**src/rtl/motor_ramp_scheduler.sv**
```systemverilog
`default_nettype none
// ============================================================================
//  Module   : motor_ramp_scheduler
//  Purpose  : Accepts per-motor speed/direction targets and ramps four
//             motors toward them at a fixed rate. A direction change is
//             applied only once the motor has reached speed 0. The four
//             motors share one write port into motor_controller; this block
//             drives that port one motor at a time. A command watchdog
//             forces every target to 0 if the host stops sending commands.
//  Ports    : clk, reset          - clock, synchronous active-high reset
//             cmd_valid/cmd_ready - command handshake
//             cmd_motor/cmd_direction/cmd_speed - command payload
//             motor_select/speed/direction - time-multiplexed output port
//             moving              - per-motor "current speed != 0"
//             wd_expired          - safety stop active
//  Revision : 1.0 - initial release
// ============================================================================
module motor_ramp_scheduler #(
    parameter int TickDiv       = 100000,
    parameter int RampStep      = 1,
    parameter int MaxSpeed      = 28,
    parameter int WatchdogTicks = 500,
    parameter int SlotCycles    = 4
) (
    input  logic       clk,
    input  logic       reset,
    input  logic       cmd_valid,
    output logic       cmd_ready,
    input  logic [1:0] cmd_motor,
    input  logic       cmd_direction,
    input  logic [4:0] cmd_speed,
    output logic [1:0] motor_select,
    output logic [4:0] speed,
    output logic       direction,
    output logic [3:0] moving,
    output logic       wd_expired
);

    localparam int TICK_W = (TickDiv > 1) ? $clog2(TickDiv) : 1;
    localparam int WD_W   = $clog2(WatchdogTicks + 1);
    localparam int SLOT_W = $clog2(SlotCycles);

    localparam logic [TICK_W-1:0] C_TICK_LAST = TICK_W'(TickDiv - 1);
    localparam logic [WD_W-1:0]   C_WD_MAX    = WD_W'(WatchdogTicks);
    localparam logic [SLOT_W-1:0] C_SLOT_LAST = SLOT_W'(SlotCycles - 1);
    localparam logic [5:0]        C_STEP6     = 6'(RampStep);
    localparam logic [4:0]        C_MAX_SPD   = 5'(MaxSpeed);

    // One ramp step for one motor; returns {next_dir, next_speed}.
    // All arithmetic is done 6 bits wide so cur+step cannot wrap.
    function automatic logic [5:0] ramp_next(
        input logic [4:0] cur,
        input logic [4:0] tgt,
        input logic       cdir,
        input logic       tdir
    );
        logic [5:0] cur6;
        logic [5:0] tgt6;
        logic [5:0] up6;
        logic [4:0] nspd;
        logic       ndir;
        cur6 = {1'b0, cur};
        tgt6 = {1'b0, tgt};
        up6  = cur6 + C_STEP6;
        nspd = cur;
        ndir = cdir;
        if (cdir != tdir) begin
            // Brake to zero first; flip direction only while stopped.
            if (cur != 5'd0) begin
                nspd = (cur6 > C_STEP6) ? 5'(cur6 - C_STEP6) : 5'd0;
            end else begin
                ndir = tdir;
            end
        end else if (cur6 < tgt6) begin
            nspd = (up6 > tgt6) ? tgt : up6[4:0];
        end else if (cur6 > tgt6) begin
            nspd = (cur6 > (tgt6 + C_STEP6)) ? 5'(cur6 - C_STEP6) : tgt;
        end
        return {ndir, nspd};
    endfunction

    // ------------------------------------------------------------------
    // State
    // ------------------------------------------------------------------
    logic [TICK_W-1:0] tick_cnt_q, tick_cnt_d;
    logic [WD_W-1:0]   wd_cnt_q,   wd_cnt_d;
    logic [3:0][4:0]   tgt_speed_q, tgt_speed_d;
    logic [3:0]        tgt_dir_q,   tgt_dir_d;
    logic [3:0][4:0]   cur_speed_q, cur_speed_d;
    logic [3:0]        cur_dir_q,   cur_dir_d;
    logic [SLOT_W-1:0] slot_cnt_q,  slot_cnt_d;
    logic [1:0]        mot_idx_q,   mot_idx_d;
    logic [1:0]        sel_q,       sel_d;
    logic [4:0]        spd_q,       spd_d;
    logic              dir_q,       dir_d;

    logic              w_tick;
    logic              w_accept;
    logic [4:0]        w_cmd_spd;
    logic [3:0][5:0]   w_ramp;

    assign cmd_ready  = ~reset;
    assign w_accept   = cmd_valid & cmd_ready;
    assign w_tick     = (tick_cnt_q == C_TICK_LAST);
    assign w_cmd_spd  = (cmd_speed > C_MAX_SPD) ? C_MAX_SPD : cmd_speed;
    assign wd_expired = (wd_cnt_q == C_WD_MAX);

    assign motor_select = sel_q;
    assign speed        = spd_q;
    assign direction    = dir_q;

    for (genvar m = 0; m < 4; m++) begin : g_motor
        assign w_ramp[m] = ramp_next(cur_speed_q[m], tgt_speed_q[m],
                                     cur_dir_q[m], tgt_dir_q[m]);
        assign moving[m] = |cur_speed_q[m];
    end

    // ------------------------------------------------------------------
    // Next-state logic
    // ------------------------------------------------------------------
    always_comb begin
        tick_cnt_d  = w_tick ? '0 : tick_cnt_q + 1'b1;

        wd_cnt_d    = wd_cnt_q;
        if (w_accept) begin
            wd_cnt_d = '0;
        end else if (w_tick && !wd_expired) begin
            wd_cnt_d = wd_cnt_q + 1'b1;
        end

        // Safety stop zeroes every target; an accepted command then
        // overrides its own motor's entry in the same cycle.
        tgt_speed_d = wd_expired ? '0 : tgt_speed_q;
        tgt_dir_d   = tgt_dir_q;
        if (w_accept) begin
            tgt_speed_d[cmd_motor] = w_cmd_spd;
            tgt_dir_d[cmd_motor]   = cmd_direction;
        end

        cur_speed_d = cur_speed_q;
        cur_dir_d   = cur_dir_q;
        if (w_tick) begin
            for (int m = 0; m < 4; m++) begin
                cur_speed_d[m] = w_ramp[m][4:0];
                cur_dir_d[m]   = w_ramp[m][5];
            end
        end

        slot_cnt_d = (slot_cnt_q == C_SLOT_LAST) ? '0 : slot_cnt_q + 1'b1;
        mot_idx_d  = (slot_cnt_q == C_SLOT_LAST) ? mot_idx_q + 1'b1 : mot_idx_q;

        // Output port is loaded only at slot start and held for the slot,
        // so motor_controller always sees a consistent select/speed pair.
        sel_d = sel_q;
        spd_d = spd_q;
        dir_d = dir_q;
        if (slot_cnt_q == '0) begin
            sel_d = mot_idx_q;
            spd_d = cur_speed_q[mot_idx_q];
            dir_d = cur_dir_q[mot_idx_q];
        end
    end

    // ------------------------------------------------------------------
    // Registers
    // ------------------------------------------------------------------
    always_ff @(posedge clk) begin
        if (reset) begin
            tick_cnt_q  <= '0;
            wd_cnt_q    <= '0;
            tgt_speed_q <= '0;
            tgt_dir_q   <= '0;
            cur_speed_q <= '0;
            cur_dir_q   <= '0;
            slot_cnt_q  <= '0;
            mot_idx_q   <= '0;
            sel_q       <= '0;
            spd_q       <= '0;
            dir_q       <= 1'b0;
        end else begin
            tick_cnt_q  <= tick_cnt_d;
            wd_cnt_q    <= wd_cnt_d;
            tgt_speed_q <= tgt_speed_d;
            tgt_dir_q   <= tgt_dir_d;
            cur_speed_q <= cur_speed_d;
            cur_dir_q   <= cur_dir_d;
            slot_cnt_q  <= slot_cnt_d;
            mot_idx_q   <= mot_idx_d;
            sel_q       <= sel_d;
            spd_q       <= spd_d;
            dir_q       <= dir_d;
        end
    end

endmodule
`default_nettype wire

```
**config.mk**
```make
export PLATFORM = sky130hd
export DESIGN_NAME = motor_ramp_scheduler
export DESIGN_NICKNAME = d
export VERILOG_FILES = /design/src/rtl/motor_ramp_scheduler.sv
export SDC_FILE = /design/constraint.sdc
export NUM_CORES = 1
export LEC_CHECK = 0
export CAP_MARGIN = 30
export CORE_MARGIN = 3
export CORE_UTILIZATION = 50
export DETAILED_ROUTE_END_ITERATION = 10
export PLACE_DENSITY = 0.73
export SLEW_MARGIN = 20
export SYNTH_ARGS = -nofsm -noshare
export SYNTH_HDL_FRONTEND = slang
export SYNTH_SLANG_ARGS = --single-unit
```
**constraint.sdc**
```tcl
create_clock -name clk -period 4.4 [get_ports clk]
set_input_delay 1.1 -clock clk [delete_from_list [all_inputs] [get_ports clk]]
set_output_delay 1.1 -clock clk [all_outputs]
set_load 0.01 [all_outputs]
```
Word level (Yosys, flattened, before mapping) --
Index checks and enable logic that the tools add are counted.
Storage, ports and cells: register bits 86, bits of input ports 11, output and inout bits 14, word-level logic and storage cells 145
Cells by class: add/subtract/negate cells 16, $lt $le $gt $ge 24, equality and inequality tests 11, mux-type cells 41, bitwise gates (word level) 6, reduce and logical (&&, ||, !) cells 27
Operator list (number):
- two-way mux 5 bit | 31
- adder 5 x 1 -> 6 bit, second input constant | 8
- two-way mux 20 bit | 2
- > comparator 5 x 6 -> 1 bit | 4
- > comparator 6 x 5 -> 1 bit | 4
- AND reduction 3 bit | 8
- bitwise mux 20 bit | 1
- > comparator 5 x 1 -> 1 bit, second input constant | 4
- > comparator 5 bit | 4
- less-than comparator 5 bit | 4
- nonzero test 5 bit | 4
- OR reduction 5 bit | 4
- subtractor 5 x 1 -> 5 bit, second input constant | 4
- adder 17 x 1 -> 17 bit, second input constant | 1
- equality test 17 bit, second input constant | 1
- nonzero test 3 bit | 4
- binary-select mux 5 bit (select 2 bit) | 1
- demux 5 bit (select 2 bit) | 1
- adder 9 x 1 -> 9 bit, second input constant | 1
- equality test 9 bit, second input constant | 1
- inequality test 2 x 1 -> 1 bit, second input constant | 4
- less-than comparator 2 x 3 -> 1 bit, second input constant | 2
- OR reduction 2 bit | 3
- > comparator 5 bit, second input constant | 1
- other kinds (13) | 23

Longest topological paths before layout --
Gate-level depths: netlist of run 1.
depth after elaboration 6, gate-level depth with buffers 11, gate-level depth less buffers 11

Worst setup path before layout of run 1 --
Ideal clock, no wire load.
path type input port to output port, start point in reset, end point out cmd_ready, arrival time 1.682 ns, required time 3.300 ns, setup slack 1.618 ns, stages 3, buffers on the path 2, cell sequence inv_1 -> clkbuf_1 -> clkbuf_1
On the way: word-level cells in the longest chain between the ends 1
RTL lines:
- from (decl) | line 26 | input logic reset,
- inverter 1 bit | line 102 | assign cmd_ready = ~reset;
- to (decl) | line 28 | output logic cmd_ready,
No other way between the ends.

Final worst setup path of run 1 --
start point reg wd_cnt_q[0], end point out wd_expired
On the way: word-level cells in the longest chain between the ends 1
RTL lines:
- from (decl) | line 86 | logic [WD_W-1:0] wd_cnt_q, wd_cnt_d;
- from (signal assigned) | line 182 | wd_cnt_q <= wd_cnt_d;
- equality test 9 bit | line 106 | assign wd_expired = (wd_cnt_q == C_WD_MAX);
- to (decl) | line 36 | output logic wd_expired
No other way between the ends.

==> results.tsv, run 1 <==
metric	value	unit
run status	completed	
CP dominant cell by count	inv_1	
GRT Resource Usage Total	23.2	%
Post-synth ARST share	0	%
first drt pass iteration count	5	
total wire length	16.9	mm
placed instance area	6940	µm²
Crit Path Class	register to output pin	
DP HPWL	12.3	mm
minimum clock period	3.63	ns
vias	6046	
WP data required	3.30	ns
DP Worst Slack	1.14	ns
final design area excluding fillers	7250	µm²
Cells on Worst Hold Path	1	
first-pass GRT wire length	27.9	mm
Cells after Synth	815	
area leader, netlist	dfxtp_1	
Initial DRC Count	465	
TritonCTS buffer count	9	
Tightest Hold Check Type	register to register	
final worst path period share	82.4	%
final core occ	56.7	%
CTS Root Cell	clkbuf_16	
RSZ-0062 raised after global routing	no	
setup ws final	0.773	ns
cts hold-fix bufs	0	
clock buffer depth	2	
routability cong.	0.933	
cell family with most CP delay	simple AND/OR/NAND/NOR gates	
antenna diode count	0	
antenna violations before repair	0	
share of layout cells above drive strength 1	5.34	%
DIE AREA	14700	µm²
CTS tree	built	
fmax	276	MHz
CTS Sinks	86	
worst-path cell chain	inv_1 > ha_1 > nand2_1 > or4b_2 > inv_1 > clkdlybuf4s50_1	
Bufs and invs on worst path	3	
CP arrival	2.53	ns
die width	121	µm
Worst Path Max Fanout	21	
Initial Util	51.8	%
crit start category	register	
FP Rows	41	
clock latency at the later pin of the worst-skew pair	0.35	ns
Fill cells	1109	
clock transition at the registers of the reported paths	0.07	ns
synthesized area	6620	µm²
Slew headroom	42.7	%
port bufs	24	
sequential share of the synthesized area	26.0	%
Post-synth EDFFs	0	
Avg WL per Cell	16.9	µm
Die Y	121	µm
storage element area	1720	µm²
Inst Count DP	979	
IO Pins	25	
antenna-violating nets left	0	
gr ovfl total	0	
Sum Neg Setup Slack	0	ns
Pwr per Cell Area	247	nW/µm²
Hold Fails Final Rpt	0	
Worst Setup End Kind	output pin	
vias in the first global route	5913	
largest net degree at the start of global routing	51	
drt drc	0	
post-route total power	1.79	mW
Warnings, synthesis	0	
syn avg cell area	8.12	µm²
max-slew violations	0	
max_cap viols	0	
final setup fails	0	
post-synth net total	911	
Final Hold Slack	0.448	ns
multi-input logic area	4610	µm²
library cells used by synthesis	62	
Synth area leaders	dfxtp_1, ha_1, a21oi_1	
measured slew at the worst slew-check pin	0.855	ns
nets	915	
Final Non-Filler Cells	996	
CP max stage delay	0.87	ns
Most used DFF post-synth	dfxtp_1	
core area	12800	µm²
Synth Register Bits	86	
Via density	6.07	
Pleak	2.81	nW
Post-CTS Resized	0	
Max IR drop VDD	0.140	mV
FF-to-FF path depth	11	
area share of the largest cell type after synthesis	26.0	%
Fin Clk Skew	0.00630	ns
Crit. path cell count	6	
synthesis-to-layout area growth	9.51	%
post-CTS setup buffer count	0	
H-tree depth	3	
slowest CP cell	or4b_2	
-- cells in the final DEF (no fill, tap or decap), types with 23 or more instances in the layout --
cell and count:
a21oi_1 64, clkdlybuf4s50_1 23, dfxtp_1 86, ha_1 85
inv_1 40, nand2_1 71, nand3_1 62, nor2_1 64
o21ai_0 30, xnor2_1 35, xor2_1 26
-- metal layers --
metal  global-route usage (%)  wire length (µm)  up-vias
met5                        0                 0        -
met4                     7.08               267        0
met3                     4.43               878       27
met2                     41.1              8370      178
met1                     28.4              7360     2887
li1                         -                 -     2954
-- final timing paths --
check	end	start	slack [ns]
worst min register to register	tick_cnt_q[0]$_SDFF_PP0_	tick_cnt_q[0]$_SDFF_PP0_	0.45
worst max-delay path	wd_expired	wd_cnt_q[0]$_SDFFE_PP0P_	0.77
worst min-delay path	tick_cnt_q[0]$_SDFF_PP0_	tick_cnt_q[0]$_SDFF_PP0_	0.45
worst max register to register	cur_speed_q[3]$_SDFFE_PP0P_	cur_speed_q[1]$_SDFFE_PP0P_	1.26
-- cells in the mapped netlist (4+ instances only) --
master	n
dfxtp_1	86
o211ai_1	5
o21ai_0	30
mux4_2	6
and3_1	18
nor2_1	64
nor3b_1	5
or3_1	11
nor2b_1	13
nand3_1	62
o31ai_1	6
mux2i_1	18
a21o_1	10
xnor2_1	35
a32oi_1	5
nor3_1	19
nand4_1	16
o21bai_1	6
mux2_2	4
o21a_1	6
inv_1	40
xor2_1	26
ha_1	85
clkbuf_1	27
nand2_1	71
a21oi_1	64
a31oi_1	13
-- state kept, by name, summed over array words and instances (netlist names) --
name / count
cur_speed_q: 20
tgt_speed_q: 20
tick_cnt_q: 17
wd_cnt_q: 9
speed: 5
cur_dir_q: 4
tgt_dir_q: 4
mot_idx_q: 2
motor_select: 2
slot_cnt_q: 2
direction: 1
-- power by group --
group          total [mW]  leakage, nW  switching, mW  internal, mW
logic               0.199         1.97          0.119        0.0805
registers           0.810        0.695         0.0190         0.791
clock network       0.778        0.142          0.336         0.442
total                1.79         2.81          0.474          1.31
-- layout make-up --
cell class | instances | area share (%)
well taps | 172 | 2.97
flip-flops and latches | 86 | 23.8
multi-input cells | 655 | 63.6
clock inverters | 7 | 1.00
clock buffers | 9 | 3.11
inverters | 40 | 2.07
repair buffers | 27 | 3.52
-- worst reg2reg max path, cell delays in order (launching register included) --
cell	delay (ns)
dfxtp_1	0.61
ha_1	0.28
nand3_1	0.10
xnor2_1	0.24
ha_1	0.29
and3_1	0.17
a211oi_1	0.21
a32oi_1	0.17
nor3_1	0.45
nor3_1	0.08
a221oi_1	0.27
o22ai_1	0.13
-- logic make-up (layout without fill, tap and decap cells) --
family | after synthesis | after routing | synth area share [%]
AND/OR/NAND/NOR | 306 | 306 | 23.2
buffers and inverters | 74 | 83 | 4.37
XOR/XNOR | 61 | 61 | 8.07
multiplexers | 28 | 28 | 5.45
flip-flops | 86 | 86 | 26.0
adder cells (fa/ha/maj) | 85 | 85 | 16.1
AO/OA/AOI/OAI | 175 | 175 | 16.8
(Power assumes the default switching activity.)
==> run 2, diff against run 1 <==
--- a/config.mk
+++ b/config.mk
@@ -9,7 +9,7 @@
 export CORE_MARGIN = 3
 export CORE_UTILIZATION = 50
 export DETAILED_ROUTE_END_ITERATION = 10
-export PLACE_DENSITY = 0.73
+export PLACE_DENSITY = 0.76
 export SLEW_MARGIN = 20
 export SYNTH_ARGS = -nofsm -noshare
 export SYNTH_HDL_FRONTEND = slang
==> constraint.sdc (replaced) <==
create_clock -name clk -period 2.93 [get_ports clk]
set_input_delay 0.7325 -clock clk [delete_from_list [all_inputs] [get_ports clk]]
set_output_delay 0.7325 -clock clk [all_outputs]
set_load 0.01 [all_outputs]
==> results.tsv, run 2 (synthesis results as in run 1) <==
metric	value	unit	change
Comb power frac	12.0	%	+0.9 points
GRT Resource Usage Total	22.5	%	-0.66 points
cts hold-fix bufs	0		unchanged
port bufs	24		unchanged
run status	completed		
Post-CTS Resized	1		+1
Tightest Hold Check Type	register to register		
Largest regs	cur_speed_q (20), tgt_speed_q (20), tick_cnt_q (17)		
multi-input logic area	4650	µm²	+0.98%
clock transition at the registers of the reported paths	0.06	ns	about the same
routability cong.	0.954		+2.2%
Pleak	2.95	nW	+5.0%
Pwr per Cell Area	349	nW/µm²	+41%
Pint	1.90	mW	+45%
cell family with most CP delay	buffers and inverters		
core area	12800	µm²	unchanged
Flop pwr share	46.7	%	+1.4 points
clock latency at the later pin of the worst-skew pair	0.34	ns	about the same
first-pass GRT wire length	27.3	mm	-2.2%
Crit Path Class	register to output pin		
clock buffer depth	2		unchanged
antenna diode count	0		unchanged
first drt pass iteration count	5		unchanged
total wire length	16.3	mm	-3.2%
Avg WL per Cell	16.0	µm	-5.6%
Hold Fails Final Rpt	0		unchanged
max-slew violations	0		unchanged
CTS Root Cell	clkbuf_16		
IO Pins	25		unchanged
switching component of the power	0.703	mW	+48%
share of layout cells above drive strength 1	9.07	%	+3.7 points
WP data required	2.20	ns	-1.10 ns
fmax	358	MHz	
most frequent cells in the layout	ha_1, dfxtp_1, nand2_1, nor2_1, a21oi_1		
drt drc	0		unchanged
DP Worst Slack	0.0551	ns	-1.08 ns
TritonCTS buffer count	9		unchanged
worst-path cell chain	buf_4 > inv_1 > ha_1 > nand2_1 > clkdlybuf4s50_1		
DIE AREA	14700	µm²	unchanged
final setup fails	0		unchanged
Sw Share	27.0	%	+0.51 points
gr ovfl total	0		unchanged
Die Y	121	µm	unchanged
Fill cells	1138		+2.6%
CTS Sinks	86		unchanged
Slew headroom	52.6	%	+10 points
antenna violations before repair	0		unchanged
die width	121	µm	unchanged
Initial Util	51.8	%	unchanged
H-tree depth	3		unchanged
final worst path period share	95.4	%	
Sum Neg Setup Slack	0	ns	unchanged
measured slew at the worst slew-check pin	0.692	ns	-0.163 ns
vias in the first global route	5603		-5.2%
Worst Setup End Kind	output pin		
post-CTS setup buffer count	0		unchanged
nets	940		+2.7%
CTS tree	built		
antenna-violating nets left	0		unchanged
Max IR drop VDD	0.247	mV	+76%
setup ws final	0.135	ns	-0.638 ns
minimum clock period	2.79	ns	
CP arrival	2.06	ns	-0.47 ns
largest net degree at the start of global routing	47		-7.8%
Worst Path Max Fanout	6		-71%
final core occ	58.4	%	+1.7 points
Fin Clk Skew	0.00520	ns	-0.00110 ns
leading cell type in the layout, fill and taps excluded	ha_1		
Bufs and invs on worst path	3		unchanged
Clk network pwr share	41.3	%	-2.2 points
crit start category	register		
max_cap viols	0		unchanged
Initial DRC Count	485		+4.3%
storage element area	1720	µm²	+0.15%
Via density	5.94		-2.2%
synthesis-to-layout area growth	12.8	%	
slowest CP cell	clkdlybuf4s50_1		
DP HPWL	12.3	mm	-0.22%
FP Rows	41		unchanged
CP max stage delay	0.59	ns	-0.28 ns
vias	6062		+0.26%
==> run 2: cell types whose count changed in the layout (fill, tap and decap cells not counted), sizes merged <==
cell	delta
dlygate4sd2	+1
clkinvlp	+1
clkbuf	+1
inv	-1
buf	+25
bufinv	-1
clkdlybuf4s50	-1
==> run 2: final cells by class <==
cell class	count	share of cell area [%]
flip-flops and latches	86	23.1
repair buffers	52	5.95
clock buffers	10	3.07
inverters	40	2.01
multi-input cells	655	62.3
clock inverters	6	0.637
well taps	172	2.88
==> run 2: power by group through the flow <==
stage / logic [mW] / registers, mW / clock network [mW]
finish: 0.312 / 1.21 / 1.08
global route: 0.346 / 1.22 / 1.13
CTS: 0.304 / 1.21 / 1.08
detailed placement: 0.301 / 1.24 / 0
global placement: 0.298 / 1.24 / 0
floorplan: 0.227 / 1.23 / 0
==> run 2: worst paths after layout <==
path                           startpoint  slack, ns                            to  depth (start not counted)
min              tick_cnt_q[0]$_SDFF_PP0_       0.46      tick_cnt_q[0]$_SDFF_PP0_                          1
max           cur_speed_q[0]$_SDFFE_PP0P_       0.14                     moving[0]                          5
min reg2reg      tick_cnt_q[0]$_SDFF_PP0_       0.46      tick_cnt_q[0]$_SDFF_PP0_                          1
max reg2reg  cur_speed_q[15]$_SDFFE_PP0P_       0.14  cur_speed_q[17]$_SDFFE_PP0P_                         11
==> run 2: per-stage QoR <==
| step | hold slack [ns] | total power, mW | cells | instance area, µm² |
|---|---|---|---|---|
| final | 0.455 | 2.60 | 1021 | 7460 |
| after global placement | 0.433 | 1.54 | 1004 | 7130 |
| after detailed placement | 0.442 | 1.54 | 1004 | 7130 |
| after CTS | 0.458 | 2.60 | 1020 | 7410 |
| after floorplan | 0.418 | 1.46 | 815 | 6620 |
| after global routing | 0.485 | 2.70 | 1021 | 7460 |
==> run 2: routing by layer <==
metal | track usage [%] | vias up | wire, µm
met2 | 37.0 | 185 | 7650
met1 | 30.6 | 2850 | 7440
met4 | 7.01 | 0 | 319
met5 | 0 | - | 0
met3 | 3.26 | 26 | 914
li1 | - | 3001 | -
==> run 3, diff against run 2 <==
--- a/config.mk
+++ b/config.mk
@@ -7,9 +7,10 @@
 export LEC_CHECK = 0
 export CAP_MARGIN = 30
 export CORE_MARGIN = 3
-export CORE_UTILIZATION = 50
+export CORE_UTILIZATION = 27
 export DETAILED_ROUTE_END_ITERATION = 10
-export PLACE_DENSITY = 0.76
+export GPL_TIMING_DRIVEN = 0
+export PLACE_DENSITY = 0.49
 export SLEW_MARGIN = 20
 export SYNTH_ARGS = -nofsm -noshare
 export SYNTH_HDL_FRONTEND = slang
==> results.tsv, run 3 (synthesis results as in run 1) <==
metric	value	unit	change
Largest regs	cur_speed_q (20), tgt_speed_q (20), tick_cnt_q (17)		
die width	163	µm	+34%
share of layout cells above drive strength 1	10.7	%	+1.6 points
max_cap viols	0		unchanged
Slew headroom	41.2	%	-11 points
Cells on Worst Hold Path	1		unchanged
Fill cells	2529		+120%
Max IR drop VDD	0.209	mV	-15%
final setup fails	0		unchanged
antenna diode count	0		unchanged
TritonCTS buffer count	9		unchanged
flop2flop setup slack	0.15	ns	about the same
Crit Path Class	register to register		
H-tree depth	3		unchanged
Initial Util	27.9	%	-24 points
Hold Fails Final Rpt	0		unchanged
CTS tree	built		
run status	completed		
worst hold path startpoint	tick_cnt_q[0]$_SDFF_PP0_		
Critical R2R Capture	cur_speed_q[3]$_SDFFE_PP0P_		
gr ovfl total	0		unchanged
vias	5934		-2.1%
cts hold-fix bufs	0		unchanged
measured slew at the worst slew-check pin	0.878	ns	+0.185 ns
leading cell type in the layout, fill and taps excluded	ha_1		
IO Pins	25		unchanged
Tightest Hold Check Type	register to register		
Pleak	2.96	nW	+0.57%
Worst Path Max Fanout	10		+4
Via density	5.03		-15%
largest net degree at the start of global routing	16		-66%
Worst R2R Start	cur_speed_q[0]$_SDFFE_PP0P_		
Worst Setup End Kind	register		
CTS Root Cell	clkbuf_16		
core area	23800	µm²	+86%
Avg WL per Cell	16.0	µm	-0.23%
Pwr per Cell Area	349	nW/µm²	+0.17%
clock transition at the registers of the reported paths	0.07	ns	about the same
total wire length	18.8	mm	+15%
GRT Resource Usage Total	14.5	%	-8.1 points
clock buffer depth	2		unchanged
crit start category	register		
Inst Count DP	1158		+15%
Initial DRC Count	464		-4.3%
fmax	359	MHz	+0.42%
drt drc	0		unchanged
antenna-violating nets left	0		unchanged
synthesis-to-layout area growth	17.7	%	
vias in the first global route	5732		+2.3%
max-slew violations	0		unchanged
first-pass GRT wire length	30.7	mm	+13%
most frequent cells in the layout	ha_1, dfxtp_1, nand2_1, nor2_1, a21oi_1		
nets	951		+1.2%
Worst Hold Path EP	tick_cnt_q[0]$_SDFF_PP0_		
final worst path period share	95.0	%	-0.40 points
Final Non-Filler Cells	1179		+15%
FP Rows	56		+37%
Final Hold Slack	0.447	ns	-0.00798 ns
FF-to-FF path depth	11		unchanged
Die Y	163	µm	+34%
CTS Sinks	86		unchanged
clock latency at the later pin of the worst-skew pair	0.35	ns	about the same
port bufs	24		unchanged
CP arrival	2.99	ns	+0.93 ns
DP HPWL	14.1	mm	+15%
minimum clock period	2.78	ns	-0.0118 ns
WP data required	3.13	ns	+0.93 ns
antenna violations before repair	0		unchanged
routability cong.	0.802		-16%
DIE AREA	26400	µm²	+80%
first drt pass iteration count	5		unchanged
Fin Clk Skew	0.00700	ns	+0.00180 ns
run 3: how the worst max path moves through the flow:
stage                                  from                      endpoint  cells past startpoint
2_1_floorplan  cur_speed_q[15]$_SDFFE_PP0P_  cur_speed_q[18]$_SDFFE_PP0P_                     11
3_3_place_gp                          reset                     cmd_ready                      5
3_5_place_dp                          reset                     cmd_ready                      5
4_1_cts                               reset                     cmd_ready                      4
5_1_grt        cur_speed_q[17]$_SDFFE_PP0P_  cur_speed_q[15]$_SDFFE_PP0P_                     11
6_report        cur_speed_q[0]$_SDFFE_PP0P_   cur_speed_q[3]$_SDFFE_PP0P_                     11
run 3: layout make-up:
| class | instances | area (µm²) | share of cell area [%] |
|---|---|---|---|
| Timing Repair Buffer | 33 | 307 | 3.94 |
| Clock buffer | 9 | 225 | 2.89 |
| Clock inverter | 7 | 73.8 | 0.948 |
| Tap cell | 319 | 399 | 5.12 |
| Inverter | 40 | 154 | 1.98 |
| Multi-Input combinational cell | 655 | 4720 | 60.6 |
| Buffer | 30 | 161 | 2.07 |
| Sequential cell | 86 | 1750 | 22.5 |
run 3: routing by layer:
metal	track usage, %	share of wire, %	wire, µm
met5	0	0	0
met4	4.23	1.6	294
met3	2.11	3.5	651
met2	23.8	46	8690
met1	19.7	49	9180
run 3: through the flow:
| step | setup slack (ns) | power (mW) | util, % | TNS [ns] | cell area, µm² |
|---|---|---|---|---|---|
| after floorplan | 0.279 | 1.46 | - | 0 | 6620 |
| after global placement | -1.01 | 1.55 | 30.6 | -4.07 | 7260 |
| after detailed placement | -1.01 | 1.55 | 30.6 | -3.62 | 7260 |
| after CTS | 0.00182 | 2.74 | 32.1 | 0 | 7630 |
| after global routing | -0.00699 | 2.84 | 32.8 | -0.00699 | 7790 |
| final | 0.147 | 2.72 | 32.8 | 0 | 7790 |
run 3: report_power, final:
part	leakage [nW]	internal, mW	switching [mW]
logic	2.11	0.138	0.201
clock network	0.146	0.664	0.511
registers	0.703	1.18	0.0234
run 3: worst max-delay path, cell delays in order (launching register included):
cell and delay (ns):
dfxtp_4 0.43, ha_1 0.20, nand3_1 0.12, xnor2_2 0.16
ha_1 0.31, and3_1 0.17, a211oi_1 0.26, a32oi_2 0.17
nor3_4 0.28, nor3_1 0.07, a221oi_1 0.29, o22ai_1 0.16
run 3: timing repair:
item / CTS / global route
buffers inserted: 3 / 6
resized for setup: 25 / 44
endpoints found under the setup margin: 20 / 21
pin swaps: 1 / 6
